[config.mk]
export PLATFORM = sky130hd
export DESIGN_NAME = hazard_unit_mc_flat
export DESIGN_NICKNAME = d
export VERILOG_FILES = /design/src/rtl/hazard_pkg.sv /design/src/rtl/hazard_unit_mc_if.sv /design/src/rtl/hazard_fwd_sel.sv /design/src/rtl/hazard_unit_mc.sv /design/src/flat_wrapper.sv
export SDC_FILE = /design/constraint.sdc
export NUM_CORES = 1
export LEC_CHECK = 0
export BUFFER_PORTS_ARGS = -buffer_cell sky130_fd_sc_hd__buf_2
export CORE_UTILIZATION = 44
export DETAILED_ROUTE_END_ITERATION = 7
export MAX_ROUTING_LAYER = met4
export PLACE_DENSITY = 0.84
export SLEW_MARGIN = 30
export SYNTH_ARGS = -nofsm -noshare
export SYNTH_HDL_FRONTEND = slang
export SYNTH_HIERARCHICAL = 1
export SYNTH_SLANG_ARGS = --single-unit
[constraint.sdc]
create_clock -name clk -period 2.1 [get_ports clk]
set_input_delay 0 -clock clk [delete_from_list [all_inputs] [get_ports clk]]
set_output_delay 0 -clock clk [all_outputs]
set_load 0.05 [all_outputs]
[src/rtl/hazard_pkg.sv]
// Shared constants and parameter sanity helpers for the hazard unit.
package hazard_pkg;

  // Operand forwarding selects
  localparam logic [1:0] FWD_RF = 2'b00;
  localparam logic [1:0] FWD_W  = 2'b01;
  localparam logic [1:0] FWD_M  = 2'b10;

  // PCSrc value meaning "fall through, no redirect"
  localparam logic [1:0] PCSRC_SEQ = 2'b00;

  localparam int FETCH_LAT_MAX = 4;
  localparam int MC_LAT_MIN    = 1;
  localparam int MC_LAT_MAX    = 16;

  function automatic bit fetch_lat_ok(input int lat);
    return (lat >= 0) && (lat <= FETCH_LAT_MAX);
  endfunction

  function automatic bit mc_lat_ok(input int lat);
    return (lat >= MC_LAT_MIN) && (lat <= MC_LAT_MAX);
  endfunction

endpackage

[src/rtl/hazard_unit_mc_if.sv]
// Datapath <-> hazard unit signal bundle. The datapath is the master,
// the hazard unit the slave.
interface hazard_unit_mc_if #(parameter int AW = 5);
  logic [AW-1:0] Rs1_D, Rs2_D;
  logic [AW-1:0] Rs1_E, Rs2_E, Rd_E;
  logic [AW-1:0] Rd_M, Rd_W;
  logic [1:0]    PCSrc_E;
  logic          ResultSrc_E_0, ResultSrc_M_0;
  logic          RegWrite_M, RegWrite_W;
  logic          MCStart_E;
  logic          Stall_F, Stall_D, Stall_E;
  logic          Flush_D, Flush_E, Flush_M;
  logic [1:0]    ForwardA_E, ForwardB_E;
  logic          MC_Busy;

  modport master (
    output Rs1_D, Rs2_D, Rs1_E, Rs2_E, Rd_E, Rd_M, Rd_W, PCSrc_E,
           ResultSrc_E_0, ResultSrc_M_0, RegWrite_M, RegWrite_W, MCStart_E,
    input  Stall_F, Stall_D, Stall_E, Flush_D, Flush_E, Flush_M,
           ForwardA_E, ForwardB_E, MC_Busy
  );

  modport slave (
    input  Rs1_D, Rs2_D, Rs1_E, Rs2_E, Rd_E, Rd_M, Rd_W, PCSrc_E,
           ResultSrc_E_0, ResultSrc_M_0, RegWrite_M, RegWrite_W, MCStart_E,
    output Stall_F, Stall_D, Stall_E, Flush_D, Flush_E, Flush_M,
           ForwardA_E, ForwardB_E, MC_Busy
  );
endinterface

[src/rtl/hazard_fwd_sel.sv]
// Forwarding select for one E-stage source operand; M wins over W.
module hazard_fwd_sel
  import hazard_pkg::*;
#(
  parameter int AW = 5
) (
  input  logic [AW-1:0] Rs_i,
  input  logic [AW-1:0] Rd_M_i,
  input  logic [AW-1:0] Rd_W_i,
  input  logic          RegWrite_M_i,
  input  logic          RegWrite_W_i,
  output logic [1:0]    Fwd_o
);

  // x0 is never forwarded: it always reads as zero from the register file
  always_comb begin
    Fwd_o = FWD_RF;
    if (Rs_i != '0) begin
      if (RegWrite_M_i && (Rs_i == Rd_M_i))      Fwd_o = FWD_M;
      else if (RegWrite_W_i && (Rs_i == Rd_W_i)) Fwd_o = FWD_W;
    end
  end

endmodule

[src/rtl/hazard_unit_mc.sv]
// Hazard controller for the 5-stage core: forwarding, load-use stalls,
// redirect flushes stretched over the fetch BRAM latency, and E-stage
// holding for multi-cycle (mul/div) ops.
module hazard_unit_mc
  import hazard_pkg::*;
#(
  parameter int AW        = 5,
  parameter int FETCH_LAT = 1,
  parameter int MC_LAT    = 4
) (
  input  logic             clk,
  input  logic             reset,
  hazard_unit_mc_if.slave  hif
);

  if (!fetch_lat_ok(FETCH_LAT)) begin : g_bad_fetch_lat
    $error("hazard_unit_mc: FETCH_LAT out of range 0..4");
  end
  if (!mc_lat_ok(MC_LAT)) begin : g_bad_mc_lat
    $error("hazard_unit_mc: MC_LAT out of range 1..16");
  end

  localparam int CW = $clog2(MC_LAT) + 1;
  // Last count before the op is allowed to leave E
  localparam logic [CW-1:0] CNT_LAST = (MC_LAT > 1) ? CW'(MC_LAT - 2) : '0;
  localparam logic [CW-1:0] CNT_MAX  = '1;
  localparam bit            MC_EN    = (MC_LAT > 1);

  logic          redir, lw_stall, mc_stall, flush_hold;
  logic [1:0]    fwd_a, fwd_b;
  logic [CW-1:0] mc_cnt_q, mc_cnt_d;
  logic          mc_rel_q, mc_rel_d;

  assign redir = (hif.PCSrc_E != PCSRC_SEQ);

  assign lw_stall =
      (hif.ResultSrc_E_0 && (hif.Rd_E != '0) &&
       ((hif.Rs1_D == hif.Rd_E) || (hif.Rs2_D == hif.Rd_E))) ||
      (hif.ResultSrc_M_0 && (hif.Rd_M != '0) &&
       ((hif.Rs1_D == hif.Rd_M) || (hif.Rs2_D == hif.Rd_M)));

  // The release cycle lets the op leave E even though MCStart_E is still high
  assign mc_stall = MC_EN && hif.MCStart_E && !mc_rel_q && !redir;

  hazard_fwd_sel #(.AW(AW)) u_fwd_a (
    .Rs_i         (hif.Rs1_E),
    .Rd_M_i       (hif.Rd_M),
    .Rd_W_i       (hif.Rd_W),
    .RegWrite_M_i (hif.RegWrite_M),
    .RegWrite_W_i (hif.RegWrite_W),
    .Fwd_o        (fwd_a)
  );

  hazard_fwd_sel #(.AW(AW)) u_fwd_b (
    .Rs_i         (hif.Rs2_E),
    .Rd_M_i       (hif.Rd_M),
    .Rd_W_i       (hif.Rd_W),
    .RegWrite_M_i (hif.RegWrite_M),
    .RegWrite_W_i (hif.RegWrite_W),
    .Fwd_o        (fwd_b)
  );

  // Redirect history: a 1 in any bit means the fetched word is still stale
  if (FETCH_LAT > 0) begin : g_flush_sr
    logic [FETCH_LAT-1:0] flush_sr_q, flush_sr_d;

    assign flush_sr_d = (flush_sr_q << 1) | FETCH_LAT'(redir);
    assign flush_hold = |flush_sr_q;

    // Shift register holding the last FETCH_LAT redirect bits
    always_ff @(posedge clk) begin
      if (!reset) flush_sr_q <= '0;
      else        flush_sr_q <= flush_sr_d;
    end
  end else begin : g_no_flush_sr
    assign flush_hold = 1'b0;
  end

  // Multi-cycle counter next state; a redirect or an idle E clears it
  always_comb begin
    mc_cnt_d = '0;
    mc_rel_d = 1'b0;
    if (mc_stall) begin
      if (mc_cnt_q == CNT_LAST)     mc_rel_d = 1'b1;
      else if (mc_cnt_q != CNT_MAX) mc_cnt_d = mc_cnt_q + CW'(1);
      else                          mc_cnt_d = mc_cnt_q;
    end
  end

  // Multi-cycle counter and one-shot release flag
  always_ff @(posedge clk) begin
    if (!reset) begin
      mc_cnt_q <= '0;
      mc_rel_q <= 1'b0;
    end else begin
      mc_cnt_q <= mc_cnt_d;
      mc_rel_q <= mc_rel_d;
    end
  end

  // Output decode; reset forces a fully flushed, unstalled pipeline
  always_comb begin
    hif.Stall_F    = 1'b0;
    hif.Stall_D    = 1'b0;
    hif.Stall_E    = 1'b0;
    hif.Flush_D    = 1'b1;
    hif.Flush_E    = 1'b1;
    hif.Flush_M    = 1'b1;
    hif.ForwardA_E = FWD_RF;
    hif.ForwardB_E = FWD_RF;
    hif.MC_Busy    = 1'b0;
    if (reset) begin
      hif.Stall_F    = (lw_stall && !redir) || mc_stall;
      hif.Stall_D    = lw_stall || mc_stall;
      hif.Stall_E    = mc_stall;
      hif.Flush_D    = redir || flush_hold;
      hif.Flush_E    = (lw_stall || redir) && !mc_stall;
      hif.Flush_M    = mc_stall;
      hif.ForwardA_E = fwd_a;
      hif.ForwardB_E = fwd_b;
      hif.MC_Busy    = mc_stall;
    end
  end

endmodule

[src/flat_wrapper.sv]
// flat-port wrapper written by rule: the top's interface ports become plain ports
module hazard_unit_mc_flat import hazard_pkg::*;
#(
  parameter int AW        = 5,
  parameter int FETCH_LAT = 1,
  parameter int MC_LAT    = 4
)
  (clk, reset, hif_Rs1_D, hif_Rs2_D, hif_Rs1_E, hif_Rs2_E, hif_Rd_E, hif_Rd_M, hif_Rd_W, hif_PCSrc_E, hif_ResultSrc_E_0, hif_ResultSrc_M_0, hif_RegWrite_M, hif_RegWrite_W, hif_MCStart_E, hif_Stall_F, hif_Stall_D, hif_Stall_E, hif_Flush_D, hif_Flush_E, hif_Flush_M, hif_ForwardA_E, hif_ForwardB_E, hif_MC_Busy);
  hazard_unit_mc_if #(.AW(AW)) hif_i ();
  input  logic clk;
  input  logic reset;
  input wire logic [$bits(hif_i.Rs1_D)-1:0] hif_Rs1_D;
  input wire logic [$bits(hif_i.Rs2_D)-1:0] hif_Rs2_D;
  input wire logic [$bits(hif_i.Rs1_E)-1:0] hif_Rs1_E;
  input wire logic [$bits(hif_i.Rs2_E)-1:0] hif_Rs2_E;
  input wire logic [$bits(hif_i.Rd_E)-1:0] hif_Rd_E;
  input wire logic [$bits(hif_i.Rd_M)-1:0] hif_Rd_M;
  input wire logic [$bits(hif_i.Rd_W)-1:0] hif_Rd_W;
  input wire logic [$bits(hif_i.PCSrc_E)-1:0] hif_PCSrc_E;
  input wire logic [$bits(hif_i.ResultSrc_E_0)-1:0] hif_ResultSrc_E_0;
  input wire logic [$bits(hif_i.ResultSrc_M_0)-1:0] hif_ResultSrc_M_0;
  input wire logic [$bits(hif_i.RegWrite_M)-1:0] hif_RegWrite_M;
  input wire logic [$bits(hif_i.RegWrite_W)-1:0] hif_RegWrite_W;
  input wire logic [$bits(hif_i.MCStart_E)-1:0] hif_MCStart_E;
  output wire logic [$bits(hif_i.Stall_F)-1:0] hif_Stall_F;
  output wire logic [$bits(hif_i.Stall_D)-1:0] hif_Stall_D;
  output wire logic [$bits(hif_i.Stall_E)-1:0] hif_Stall_E;
  output wire logic [$bits(hif_i.Flush_D)-1:0] hif_Flush_D;
  output wire logic [$bits(hif_i.Flush_E)-1:0] hif_Flush_E;
  output wire logic [$bits(hif_i.Flush_M)-1:0] hif_Flush_M;
  output wire logic [$bits(hif_i.ForwardA_E)-1:0] hif_ForwardA_E;
  output wire logic [$bits(hif_i.ForwardB_E)-1:0] hif_ForwardB_E;
  output wire logic [$bits(hif_i.MC_Busy)-1:0] hif_MC_Busy;
  assign hif_i.Rs1_D = hif_Rs1_D;
  assign hif_i.Rs2_D = hif_Rs2_D;
  assign hif_i.Rs1_E = hif_Rs1_E;
  assign hif_i.Rs2_E = hif_Rs2_E;
  assign hif_i.Rd_E = hif_Rd_E;
  assign hif_i.Rd_M = hif_Rd_M;
  assign hif_i.Rd_W = hif_Rd_W;
  assign hif_i.PCSrc_E = hif_PCSrc_E;
  assign hif_i.ResultSrc_E_0 = hif_ResultSrc_E_0;
  assign hif_i.ResultSrc_M_0 = hif_ResultSrc_M_0;
  assign hif_i.RegWrite_M = hif_RegWrite_M;
  assign hif_i.RegWrite_W = hif_RegWrite_W;
  assign hif_i.MCStart_E = hif_MCStart_E;
  assign hif_Stall_F = hif_i.Stall_F;
  assign hif_Stall_D = hif_i.Stall_D;
  assign hif_Stall_E = hif_i.Stall_E;
  assign hif_Flush_D = hif_i.Flush_D;
  assign hif_Flush_E = hif_i.Flush_E;
  assign hif_Flush_M = hif_i.Flush_M;
  assign hif_ForwardA_E = hif_i.ForwardA_E;
  assign hif_ForwardB_E = hif_i.ForwardB_E;
  assign hif_MC_Busy = hif_i.MC_Busy;
  hazard_unit_mc #(.AW(AW), .FETCH_LAT(FETCH_LAT), .MC_LAT(MC_LAT)) u_core (.clk(clk), .reset(reset), .hif(hif_i));
endmodule
==> impl_metrics.tcl <==
set metrics [dict create \
    irDropWorstVdd_mv 0.293 \
    fin_worst_skew_ps 1.72 \
    crit_arrival_ps 1450 \
    synth_area_per_cell_sq_um 7.46 \
    grt_pass1_vias 846 \
    ys_seq_area_frac 0.123 \
    synth-async-reset-ratio 0 \
    period_share 0.692 \
    tightest_slew_ps 258 \
    leakage_nw 0.562 \
    rows 15 \
    rsz0062_at_grt "false" \
    synth_warnings 6 \
    p_total_mw 0.403 \
    met1Wirelength_um 941 \
    ys_top_cells_by_area "xor2_1 31%, xnor2_1 13%, dfxtp_1 12%" \
    grt_overflow 0 \
    dr_wl_met2_um 1070 \
    routed-wl-met3_um 129 \
    fillers 165 \
    tns_ps 0 \
    htreeDepth 1 \
    cp_max_fo 4 \
    dp_cells 187 \
    max_freq_ghz 0.688 \
    synthCells 109 \
    yosys.cell_types.count 24 \
    power_density_nw_per_um2 352 \
    cp.required_ps 2100 \
    drc_errors 0 \
    viasPerCell 4.95 \
    grt_max_degree 9 \
    globalRouteTotalUtil 0.231 \
    grt_pass1_wl_um 3420 \
    grt_antenna_before_repair 0 \
    start_kind "input pin" \
    syn_nets 156 \
    wl_um 2140 \
    cts_buffer_depth 2 \
    drive_above_1_share 0.353 \
    first_iter_violations 17 \
    ant_nets 0 \
    path_clk_slew_ps 40 \
    cap_violations 0 \
    finalNetCount 215 \
    drv_slew 0 \
    stdcell_count 192 \
    slew_headroom 0.827 \
    crit_type "input pin to output port" \
    firstDrtPassIters 4 \
    cts_buffers 3 \
    pin_count 55 \
    end_kind "output port" \
    cts.repair.resized 0 \
    root_buffer "clkbuf_4" \
    via_count 950 \
    gp_congestion 0.944 \
    fp.dieH_um 45.0 \
    cts_tree "yes" \
    cts.sinks 5 \
    ys_ff_latch 5 \
    ys_top_cells_by_count "29 x xor2_1, 16 x nor2_1, 12 x xnor2_1" \
    antenna_cells 0 \
    synthFlopType "dfxtp_1" \
    dr.max_layer_used "met3" \
    status "complete, no violations" \
    routedWlPerCell_um 11.2 \
    holdCritPathClass "input pin to flop" \
    period_minus_slack_ps 1450 \
    synth_top_area_share 0.312 \
    start_util 0.471 \
    numPortBuffers 54 \
    setup_violations 0 \
    die_w_um 45.0 \
    core_area_sq_um 1730 \
    yosysMostFrequentCell "xor2_1" \
    final_util 0.662 \
    hpwl_um 1850 \
    fp.dieArea_sq_um 2020 \
    synth_edf_count 0 \
    worstSkewPairLatency_ps 240 \
    area_delta_synth_final_pct 40.6 \
    synth.largest_area_cell "xor2_1" \
    netlist_area_sq_um 813 \
    hold_viol_final 0 \
]
## stage by stage
stage / hold slack (ps) / worst slack (ps) / cell area [sq um]
final: 18.4 / 647 / 1140
after global routing: 31.7 / 532 / 1140
after CTS: 10.3 / 660 / 1140
after detailed placement: 256 / 841 / 1110
after global placement: 247 / 847 / 1110
after floorplan: 135 / 698 / 813
## state kept, by name, summed over array words and instances, names as in the netlist
signal             cells
u_core/mc_rel_q        1
u_core/mc_cnt_q        3
u_core/flush_hold      1
## cells in the final DEF (no fill, tap or decap), drive strengths merged, types with 2 or more instances in the layout
master and instances:
buf 54, xor2 29, nor2 16, xnor2 12, nand2 6, dfxtp 5, and2 4, nor3 4
or4 4, o21ai 4, clkbuf 4, inv 3, nand3 3, ha 3, a22oi 2, nand4 2
nor4 2, nor4b 2
## metal layers
| layer | global-route usage | vias to the layer above |
|---|---|---|
| met2 | 0.417 | 31 |
| met3 | 0.0440 | 0 |
| li1 | - | 485 |
| met1 | 0.270 | 434 |
| met5 | - | - |
| met4 | 0.0242 | 0 |
## logic make-up after synthesis
family	count (synthesis)	synth area share
AOI/OAI and AO/OA	10	0.0785
DFF	5	0.123
xor gates and xnor gates	41	0.442
buffers and inverters	4	0.0231
and+or+nand+nor	46	0.288
adders and majority gates	3	0.0462
## critical path: stages
cell,delay (ps)
dlygate4sd3_1,530
buf_2,120
nor2_1,200
nand2_1,120
or2_2,280
buf_2,210
## layout make-up
cell class | count | area [sq um] | share of cell area
Timing Repair Buffer | 55 | 280 | 0.245
Inverter | 3 | 11.3 | 0.00985
Sequential cell | 5 | 100 | 0.0875
Clock buffer | 4 | 26.3 | 0.0230
Tap cell | 25 | 31.3 | 0.0274
Multi-Input combinational cell | 100 | 694 | 0.607
## worst paths after layout
check / end / slack, ps / cells after the start / startpoint
worst max-delay path: hif_Flush_D / 650 / 6 / hif_PCSrc_E[0]
worst max register to register: u_core/mc_cnt_q[2] / 980 / 4 / u_core/mc_cnt_q[0]
worst min register to register: u_core/mc_cnt_q[1] / 540 / 2 / u_core/mc_cnt_q[1]
worst min-delay path: u_core/flush_hold / 20 / 3 / hif_PCSrc_E[1]
## report_power, final
group / internal, mW / switching [mW]
Combinational: 0.0856 / 0.107
Sequential: 0.0971 / 0.000764
Clock: 0.0719 / 0.0402
Total: 0.255 / 0.148
## what timing repair did
action                    4_1_cts  5_1_grt
hold endpoints to repair        1        0
hold buffers                    1        0
buffers inserted                0        0
Note: power is estimated with default switching activity, not from simulation.
